===== src/rtl/score_fsm_if.sv =====
// rtl/score_fsm_if.sv - strobe inputs and score/status outputs of the match state machine
interface score_fsm_if;
   logic       timing_tick;
   logic       start_btn;
   logic       miss_left;
   logic       miss_right;
   logic [3:0] score_left;
   logic [3:0] score_right;
   logic       play_en;
   logic       game_over;
   logic       winner_left;
   logic       winner_right;
   logic [1:0] state;

   modport master (
      output timing_tick, start_btn, miss_left, miss_right,
      input  score_left, score_right, play_en, game_over,
      input  winner_left, winner_right, state
   );

   modport slave (
      input  timing_tick, start_btn, miss_left, miss_right,
      output score_left, score_right, play_en, game_over,
      output winner_left, winner_right, state
   );
endinterface


===== src/rtl/score_fsm.sv =====
// rtl/score_fsm.sv - match state machine: scoring, post-point pause and game-over for pong
module score_fsm #(
   parameter int unsigned WIN_SCORE   = 11,
   parameter int unsigned PAUSE_TICKS = 60
) (
   input  logic          clk,
   input  logic          rst,
   score_fsm_if.slave    bus
);
   typedef enum logic [1:0] {
      IDLE  = 2'd0,
      PLAY  = 2'd1,
      PAUSE = 2'd2,
      OVER  = 2'd3
   } state_t;

   localparam logic [3:0] WIN_Q   = 4'(WIN_SCORE);
   localparam logic [7:0] PAUSE_Q = 8'(PAUSE_TICKS);

   // bit 2 = start_btn, bit 1 = miss_left, bit 0 = miss_right
   logic [2:0] in_cur_q, in_cur_d;
   logic [2:0] in_prev_q, in_prev_d;
   logic [2:0] evt;

   state_t     state_q, state_d;
   logic [3:0] score_left_q, score_left_d;
   logic [3:0] score_right_q, score_right_d;
   logic [7:0] cnt_q, cnt_d;
   logic       play_en_q, play_en_d;
   logic       game_over_q, game_over_d;
   logic       winner_left_q, winner_left_d;
   logic       winner_right_q, winner_right_d;

   logic       start_evt, ml_evt, mr_evt;

   always_comb begin
      in_cur_d  = {bus.start_btn, bus.miss_left, bus.miss_right};
      in_prev_d = in_cur_q;
      evt       = in_cur_q & ~in_prev_q;
      start_evt = evt[2];
      ml_evt    = evt[1];
      mr_evt    = evt[0];
   end

   always_comb begin
      state_d       = state_q;
      score_left_d  = score_left_q;
      score_right_d = score_right_q;
      cnt_d         = cnt_q;

      unique case (state_q)
         IDLE: begin
            if (start_evt) state_d = PLAY;
         end
         PLAY: begin
            if (ml_evt && mr_evt) begin
               state_d = PAUSE;
               cnt_d   = PAUSE_Q;
            end else if (ml_evt) begin
               if (score_right_q < WIN_Q) score_right_d = score_right_q + 4'd1;
               state_d = (score_right_d == WIN_Q) ? OVER : PAUSE;
               cnt_d   = PAUSE_Q;
            end else if (mr_evt) begin
               if (score_left_q < WIN_Q) score_left_d = score_left_q + 4'd1;
               state_d = (score_left_d == WIN_Q) ? OVER : PAUSE;
               cnt_d   = PAUSE_Q;
            end
         end
         PAUSE: begin
            if (bus.timing_tick) begin
               // a zero count can only come from a degenerate load; treat it as done
               if (cnt_q <= 8'd1) begin
                  cnt_d   = 8'd0;
                  state_d = PLAY;
               end else begin
                  cnt_d = cnt_q - 8'd1;
               end
            end
         end
         OVER: begin
            if (start_evt) begin
               score_left_d  = 4'd0;
               score_right_d = 4'd0;
               state_d       = PLAY;
            end
         end
         default: state_d = IDLE;
      endcase

      play_en_d      = (state_d == PLAY);
      game_over_d    = (state_d == OVER);
      winner_left_d  = (state_d == OVER) && (score_left_d == WIN_Q);
      winner_right_d = (state_d == OVER) && (score_right_d == WIN_Q);
   end

   always_ff @(posedge clk or posedge rst) begin
      if (rst) begin
         in_cur_q       <= 3'b000;
         in_prev_q      <= 3'b000;
         state_q        <= IDLE;
         score_left_q   <= 4'd0;
         score_right_q  <= 4'd0;
         cnt_q          <= 8'd0;
         play_en_q      <= 1'b0;
         game_over_q    <= 1'b0;
         winner_left_q  <= 1'b0;
         winner_right_q <= 1'b0;
      end else begin
         in_cur_q       <= in_cur_d;
         in_prev_q      <= in_prev_d;
         state_q        <= state_d;
         score_left_q   <= score_left_d;
         score_right_q  <= score_right_d;
         cnt_q          <= cnt_d;
         play_en_q      <= play_en_d;
         game_over_q    <= game_over_d;
         winner_left_q  <= winner_left_d;
         winner_right_q <= winner_right_d;
      end
   end

   assign bus.state        = state_q;
   assign bus.score_left   = score_left_q;
   assign bus.score_right  = score_right_q;
   assign bus.play_en      = play_en_q;
   assign bus.game_over    = game_over_q;
   assign bus.winner_left  = winner_left_q;
   assign bus.winner_right = winner_right_q;
endmodule


===== src/flat_wrapper.sv =====
// flat-port wrapper written by rule: the top's interface ports become plain ports
module score_fsm_flat 
#(
   parameter int unsigned WIN_SCORE   = 11,
   parameter int unsigned PAUSE_TICKS = 60
)
  (clk, rst, bus_timing_tick, bus_start_btn, bus_miss_left, bus_miss_right, bus_score_left, bus_score_right, bus_play_en, bus_game_over, bus_winner_left, bus_winner_right, bus_state);
  score_fsm_if bus_i ();
  input  logic clk;
  input  logic rst;
  input wire logic [$bits(bus_i.timing_tick)-1:0] bus_timing_tick;
  input wire logic [$bits(bus_i.start_btn)-1:0] bus_start_btn;
  input wire logic [$bits(bus_i.miss_left)-1:0] bus_miss_left;
  input wire logic [$bits(bus_i.miss_right)-1:0] bus_miss_right;
  output wire logic [$bits(bus_i.score_left)-1:0] bus_score_left;
  output wire logic [$bits(bus_i.score_right)-1:0] bus_score_right;
  output wire logic [$bits(bus_i.play_en)-1:0] bus_play_en;
  output wire logic [$bits(bus_i.game_over)-1:0] bus_game_over;
  output wire logic [$bits(bus_i.winner_left)-1:0] bus_winner_left;
  output wire logic [$bits(bus_i.winner_right)-1:0] bus_winner_right;
  output wire logic [$bits(bus_i.state)-1:0] bus_state;
  assign bus_i.timing_tick = bus_timing_tick;
  assign bus_i.start_btn = bus_start_btn;
  assign bus_i.miss_left = bus_miss_left;
  assign bus_i.miss_right = bus_miss_right;
  assign bus_score_left = bus_i.score_left;
  assign bus_score_right = bus_i.score_right;
  assign bus_play_en = bus_i.play_en;
  assign bus_game_over = bus_i.game_over;
  assign bus_winner_left = bus_i.winner_left;
  assign bus_winner_right = bus_i.winner_right;
  assign bus_state = bus_i.state;
  score_fsm #(.WIN_SCORE(WIN_SCORE), .PAUSE_TICKS(PAUSE_TICKS)) u_core (.clk(clk), .rst(rst), .bus(bus_i));
endmodule

===== config.mk =====
export PLATFORM = sky130hd
export DESIGN_NAME = score_fsm_flat
export DESIGN_NICKNAME = d
export VERILOG_FILES = /design/src/rtl/score_fsm_if.sv /design/src/rtl/score_fsm.sv /design/src/flat_wrapper.sv
export SDC_FILE = /design/constraint.sdc
export NUM_CORES = 1
export LEC_CHECK = 0
export ABC_AREA = 1
export BUFFER_PORTS_ARGS = -buffer_cell sky130_fd_sc_hd__buf_2
export CORE_MARGIN = 3
export CORE_UTILIZATION = 52
export CTS_BUF_LIST = sky130_fd_sc_hd__clkbuf_4 sky130_fd_sc_hd__clkbuf_8 sky130_fd_sc_hd__clkbuf_16
export DETAILED_ROUTE_END_ITERATION = 8
export PLACE_DENSITY_LB_ADDON = 0.25
export SYNTH_ARGS = -nofsm -noshare
export SYNTH_HDL_FRONTEND = slang
export SYNTH_SLANG_ARGS = --single-unit

===== constraint.sdc =====
create_clock -name clk -period 2 [get_ports clk]
set_input_delay 0.4 -clock clk [delete_from_list [all_inputs] [get_ports clk]]
set_output_delay 0.4 -clock clk [all_outputs]
set_load 0.005 [all_outputs]

# ---- Yosys cells after proc, flatten, opt, wreduce, memory -nomap -nowiden
# Cells that the tools add are included.
dict set report word_totals {
  ff_bits 28
  in_bits 6
  wordCells 69
}
dict set report op_classes {
  eq_ne 11
  addsub 3
  n_mux 33
  magnitude_cmp 3
  bitwise_logic 2
  n_reduce_logical 7
}
# operator count
set op_table {}
lappend op_table {{$mux W4} 16}
lappend op_table {{$mux W8} 5}
lappend op_table {{$eq A4 B4 Y1 const B} 4}
lappend op_table {{$pmux W4 S2} 2}
lappend op_table {{$pmux W8 S2} 1}
lappend op_table {{$mux W2} 6}
lappend op_table {{$add A4 B1 Y4 const B} 2}
lappend op_table {{$le A8 B1 Y1 const B} 1}
lappend op_table {{$lt A4 B4 Y1 const B} 2}
lappend op_table {{$sub A8 B1 Y8 const B} 1}
lappend op_table {{$eq A2 B2 Y1 const B} 3}
lappend op_table {{$pmux W2 S3} 1}
lappend op_table {{$eq A2 B1 Y1 const B} 2}
lappend op_table {{$ne A4 B1 Y1 const B} 1}
lappend op_table {{$and A3 B3 Y3} 1}
lappend op_table {{$logic_and A1 B1 Y1} 3}
lappend op_table {{$not A3 Y3} 1}
lappend op_table {{$reduce_and A3 Y1} 1}
lappend op_table {{$logic_not A2 Y1} 1}
lappend op_table {{$mux W1} 2}
lappend op_table {{$ne A2 B2 Y1 const B} 1}
lappend op_table {{$reduce_bool A2 Y1} 1}
lappend op_table {{$reduce_or A2 Y1} 1}

# ---- Depth between registers and ports, before layout
dict set report depth {
  depth_word 14
  mapped_depth 12
}

# ---- Worst setup path before layout
# OpenSTA, ideal clock, no wires.
dict set report synth_timing {
  path_kind {reg2reg}
  from {reg u_core.state_q[1], in the netlist u_core.bus.state[1]}
  to {reg u_core.winner_right_q, in the netlist u_core.bus.winner_right}
  required_ns 1.885
  path_buffers 1
  slack_ns 0.509
  stages_incl_launch_ff 11
  period_less_slack_ns 1.491
  arrival_ns 1.376
  path_cell_list {dfrtp_1 -> inv_1 -> ha_1 -> buf_6 -> nor2_2 -> a21oi_4 -> nand2_1 -> a21boi_0 -> nor2_1 -> nand2_1 -> nor2_1}
}
dict set report synth_between {
  elab_chain_len 6
  elab_cells_between_ends 16
  cone_classes {eq/ne (5); mux (8); reduce/logical (3)}
}
# element line_no
set synth_rtl {}
lappend synth_rtl {{from (decl)} score_fsm.sv:25} ;# state_t state_q, state_d;
lappend synth_rtl {{from (signal assigned)} score_fsm.sv:111} ;# state_q <= state_d;
lappend synth_rtl {{$mux W2} score_fsm.sv:63} ;# end else if (mr_evt) begin
lappend synth_rtl {{$mux W2} score_fsm.sv:59} ;# end else if (ml_evt) begin
lappend synth_rtl {{$mux W2} score_fsm.sv:56} ;# if (ml_evt && mr_evt) begin
lappend synth_rtl {{$pmux W2 S3} score_fsm.sv:51} ;# unique case (state_q)
lappend synth_rtl {{$eq A2 B2 Y1} score_fsm.sv:93} ;# winner_right_d = (state_d == OVER) && (score_right_d == WIN_Q);
lappend synth_rtl {{$logic_and A1 B1 Y1 (*)} score_fsm.sv:93}
lappend synth_rtl {{via u_core.winner_right_d} score_fsm.sv:32} ;# logic winner_right_q, winner_right_d;
lappend synth_rtl {{to (signal assigned)} score_fsm.sv:118} ;# winner_right_q <= winner_right_d;
lappend synth_rtl {{to (decl)} score_fsm.sv:32}
# The timed path passes the listed nets; every way through them passes the cells marked *.
# A chain may end at the register's enable or synchronous reset.

# ---- Worst setup path after layout
# Ends and elaborated chain as after synthesis.

==> impl_metrics.tcl <==
set metrics [dict create \
    drv_cap 0 \
    muxShareOfSynthArea_pct 0 \
    synth_compound_area_share_pct 12.0 \
    clock-root-buffer "clkbuf_4" \
    synth_edf_count 0 \
    grt_pass1_vias 1204 \
    die_x_microns 62.0 \
    area_growth_pct 11.1 \
    critPathLaunchType "register" \
    wl_microns 2820 \
    firstDrtPassIters 4 \
    fillers 238 \
    cts_setup_buffers 0 \
    grt_max_degree 29 \
    hp-class "in2async" \
    avgSynthCellArea_sq_um 7.95 \
    cellPowerDensity_nw_per_um2 1100 \
    synth_top_cell_by_area "dfrtp_1" \
    required_ns 2.24 \
    grt_pass1_wl_microns 5010 \
    core-area_sq_um 2880 \
    synth_area_leaders "dfrtp_1, nand2_1, inv_1" \
    cts_resized 0 \
    num_antenna_cells 0 \
    multiInputGateArea_sq_um 744 \
    start_util_pct 56.7 \
    vias 1309 \
    yosysUniqueCellTypes 31 \
    cts_buffers 3 \
    cp_max_fo 8 \
    worst_r2r_path_depth 9 \
    synth-xor-area-share_pct 1.61 \
    p_clk_share_pct 13.7 \
    ios 20 \
    slew_violations 0 \
    synth_nets 218 \
    post-route-period-util_pct 89.5 \
    sequentialPowerShare_pct 37.9 \
    drt_iter0_markers 49 \
    skew_ns 0.00188 \
    ys_seq_area_share_pct 43.0 \
    gr-total-overflow 0 \
    synth_area_sq_um 1630 \
    clock-sinks 28 \
    slew_headroom_pct 73.0 \
    p_comb_share_pct 48.4 \
    fmax_mhz 559 \
    path_class "reg2reg" \
    internal_power_mw 1.11 \
    clock_path_buffers 2 \
    die_area_sq_um 3840 \
    p_leak_nw 0.957 \
    synth_top_family_by_area "simple AND/OR/NAND/NOR gates" \
    cp.arrival_ns 2.03 \
    finalSetupTns_ns 0 \
    yosys_warnings 0 \
    layout-drive-gt1-share_pct 20.2 \
    hold_buffers 0 \
    syn_inst 205 \
    wl_per_cell_microns 10.5 \
    preCtsSetupSlack_ns 0.248 \
    die_h_microns 62.0 \
    power_mw 2.00 \
    synth_top_area_share_pct 43.0 \
    ant_nets 0 \
    ys_top_cells_by_count "nand2_1, inv_1, dfrtp_1, nand3_1, nor2_1" \
    yosysMostFrequentCell "nand2_1" \
    drc 0 \
    peakVddDrop_v 0.000895 \
    rsz0062_at_grt "false" \
    antenna_found_initial 0 \
    synthFlopType "dfrtp_1" \
    nNetsFinal 242 \
    numPortBuffers 19 \
    yosys.area_share.simple_pct 26.6 \
    power.switching_mw 0.885 \
    ys_ff_latch 28 \
    status "finished, final reports clean" \
    ff_latch_area_sq_um 701 \
    track_usage_pct 17.1 \
    tightest_slew_ns 0.405 \
    ys_async_sr_fraction_pct 100 \
    routabilityCongestion 0.791 \
    dpl.hpwl_microns 2200 \
    synth_adder_area_share_pct 5.37 \
    cp-end-kind "register" \
    setup_violations 0 \
    cts_tree "yes" \
    vias_per_cell 4.85 \
    sw_frac_of_total_pct 44.3 \
    row_count 19 \
    finalHoldViolCount 0 \
    clock_latency_ns 0.32 \
    clkTransAtPathRegs_ns 0.15 \
    period_minus_slack_ns 1.79 \
    htreeDepth 1 \
    layout_setup_ws_ns 0.210 \
]
[stage by stage]
step	hold slack, ns	std cells	cell area (sq um)	util, %
3_3_place_gp	0.363	266	1770	61.7
6_report	0.104	270	1810	62.9
4_1_cts	0.111	270	1810	62.9
2_1_floorplan	0.354	205	1630	-
5_1_grt	0.121	270	1810	62.9
3_5_place_dp	0.369	266	1770	61.7
[worst paths after layout]
path	from	end	slack (ns)
max in group asynchronous	rst	u_core.bus.state[1]	1.65
min in group clk	bus_start_btn	u_core.in_cur_q[2]	0.17
worst max register to register	u_core.bus.state[1]	u_core.bus.winner_right	0.21
worst min-delay path	rst	u_core.bus.winner_left	0.10
worst max-delay path	u_core.bus.state[1]	u_core.bus.winner_right	0.21
worst min register to register	u_core.in_cur_q[2]	u_core.in_prev_q[2]	0.40
[registers in the layout, indices dropped and copies added, names as in the netlist, 2 cells and up]
register and cells:
u_core.in_cur_q 3, u_core.in_prev_q 3, u_core.bus.state 2, u_core.bus.score_right 4
u_core.cnt_q 8, u_core.bus.score_left 4
[layout by cell type, fill, tap and decap left out]
cell / instances
nor2_1: 12
a21boi_0: 1
inv_2: 2
inv_6: 1
inv_1: 40
a21oi_2: 2
nor3_4: 1
a21oi_4: 1
nand4_1: 1
xor2_1: 3
a211oi_1: 1
o21ai_2: 2
nor2_2: 3
dfrtp_1: 28
nor2_4: 3
o21ai_1: 2
nand2_4: 1
a22oi_1: 1
clkbuf_4: 3
ha_1: 7
o21ai_0: 5
nand2_2: 4
nor3_2: 1
a21oi_1: 11
nand2_1: 46
nand3_2: 1
clkbuf_8: 1
nor3_1: 1
clkinv_1: 2
a21boi_1: 1
nand3_1: 16
buf_2: 19
o22ai_1: 4
buf_4: 1
[metal layers]
layer	wire length, microns	track usage (%)	share of wire, %	vias up
met2	1240	26.6	44	20
met4	16	4.85	0.57	0
met5	0	0	0	-
met3	82	1.86	2.9	2
met1	1490	25.3	53	597
li1	-	-	-	690
[power groups by stage]
stage | clock network [mW] | logic, mW | registers [mW]
5_1_grt | 0.300 | 1.11 | 0.779
2_1_floorplan | 0 | 0.748 | 0.763
4_1_cts | 0.283 | 0.972 | 0.760
6_report | 0.275 | 0.967 | 0.758
3_3_place_gp | 0 | 0.947 | 0.767
3_5_place_dp | 0 | 0.963 | 0.770
[cell families (layout without fill, tap and decap cells)]
group	Yosys count	count (layout)
simple gates	90	90
fa+ha+maj	7	7
xor+xnor	3	3
flops	28	28
buf+inv	46	69
compound gates	31	31
[critical path: stages, from the launching register on]
cell      delay (ns)
dfrtp_1         0.45
inv_1           0.08
ha_1            0.39
nor2_2          0.11
a21oi_4         0.16
nand2_1         0.10
a21boi_0        0.23
nor2_1          0.08
nand2_1         0.06
nor2_1          0.04
[final cells by class]
class                   count  area share [%]
clock buffers               4            2.00
repair buffers             20            5.67
flip-flops and latches     28            38.7
well taps                  42            2.90
inverters                  45            9.61
multi-input cells         131            41.1
Note: power is estimated with default switching activity, not from simulation.
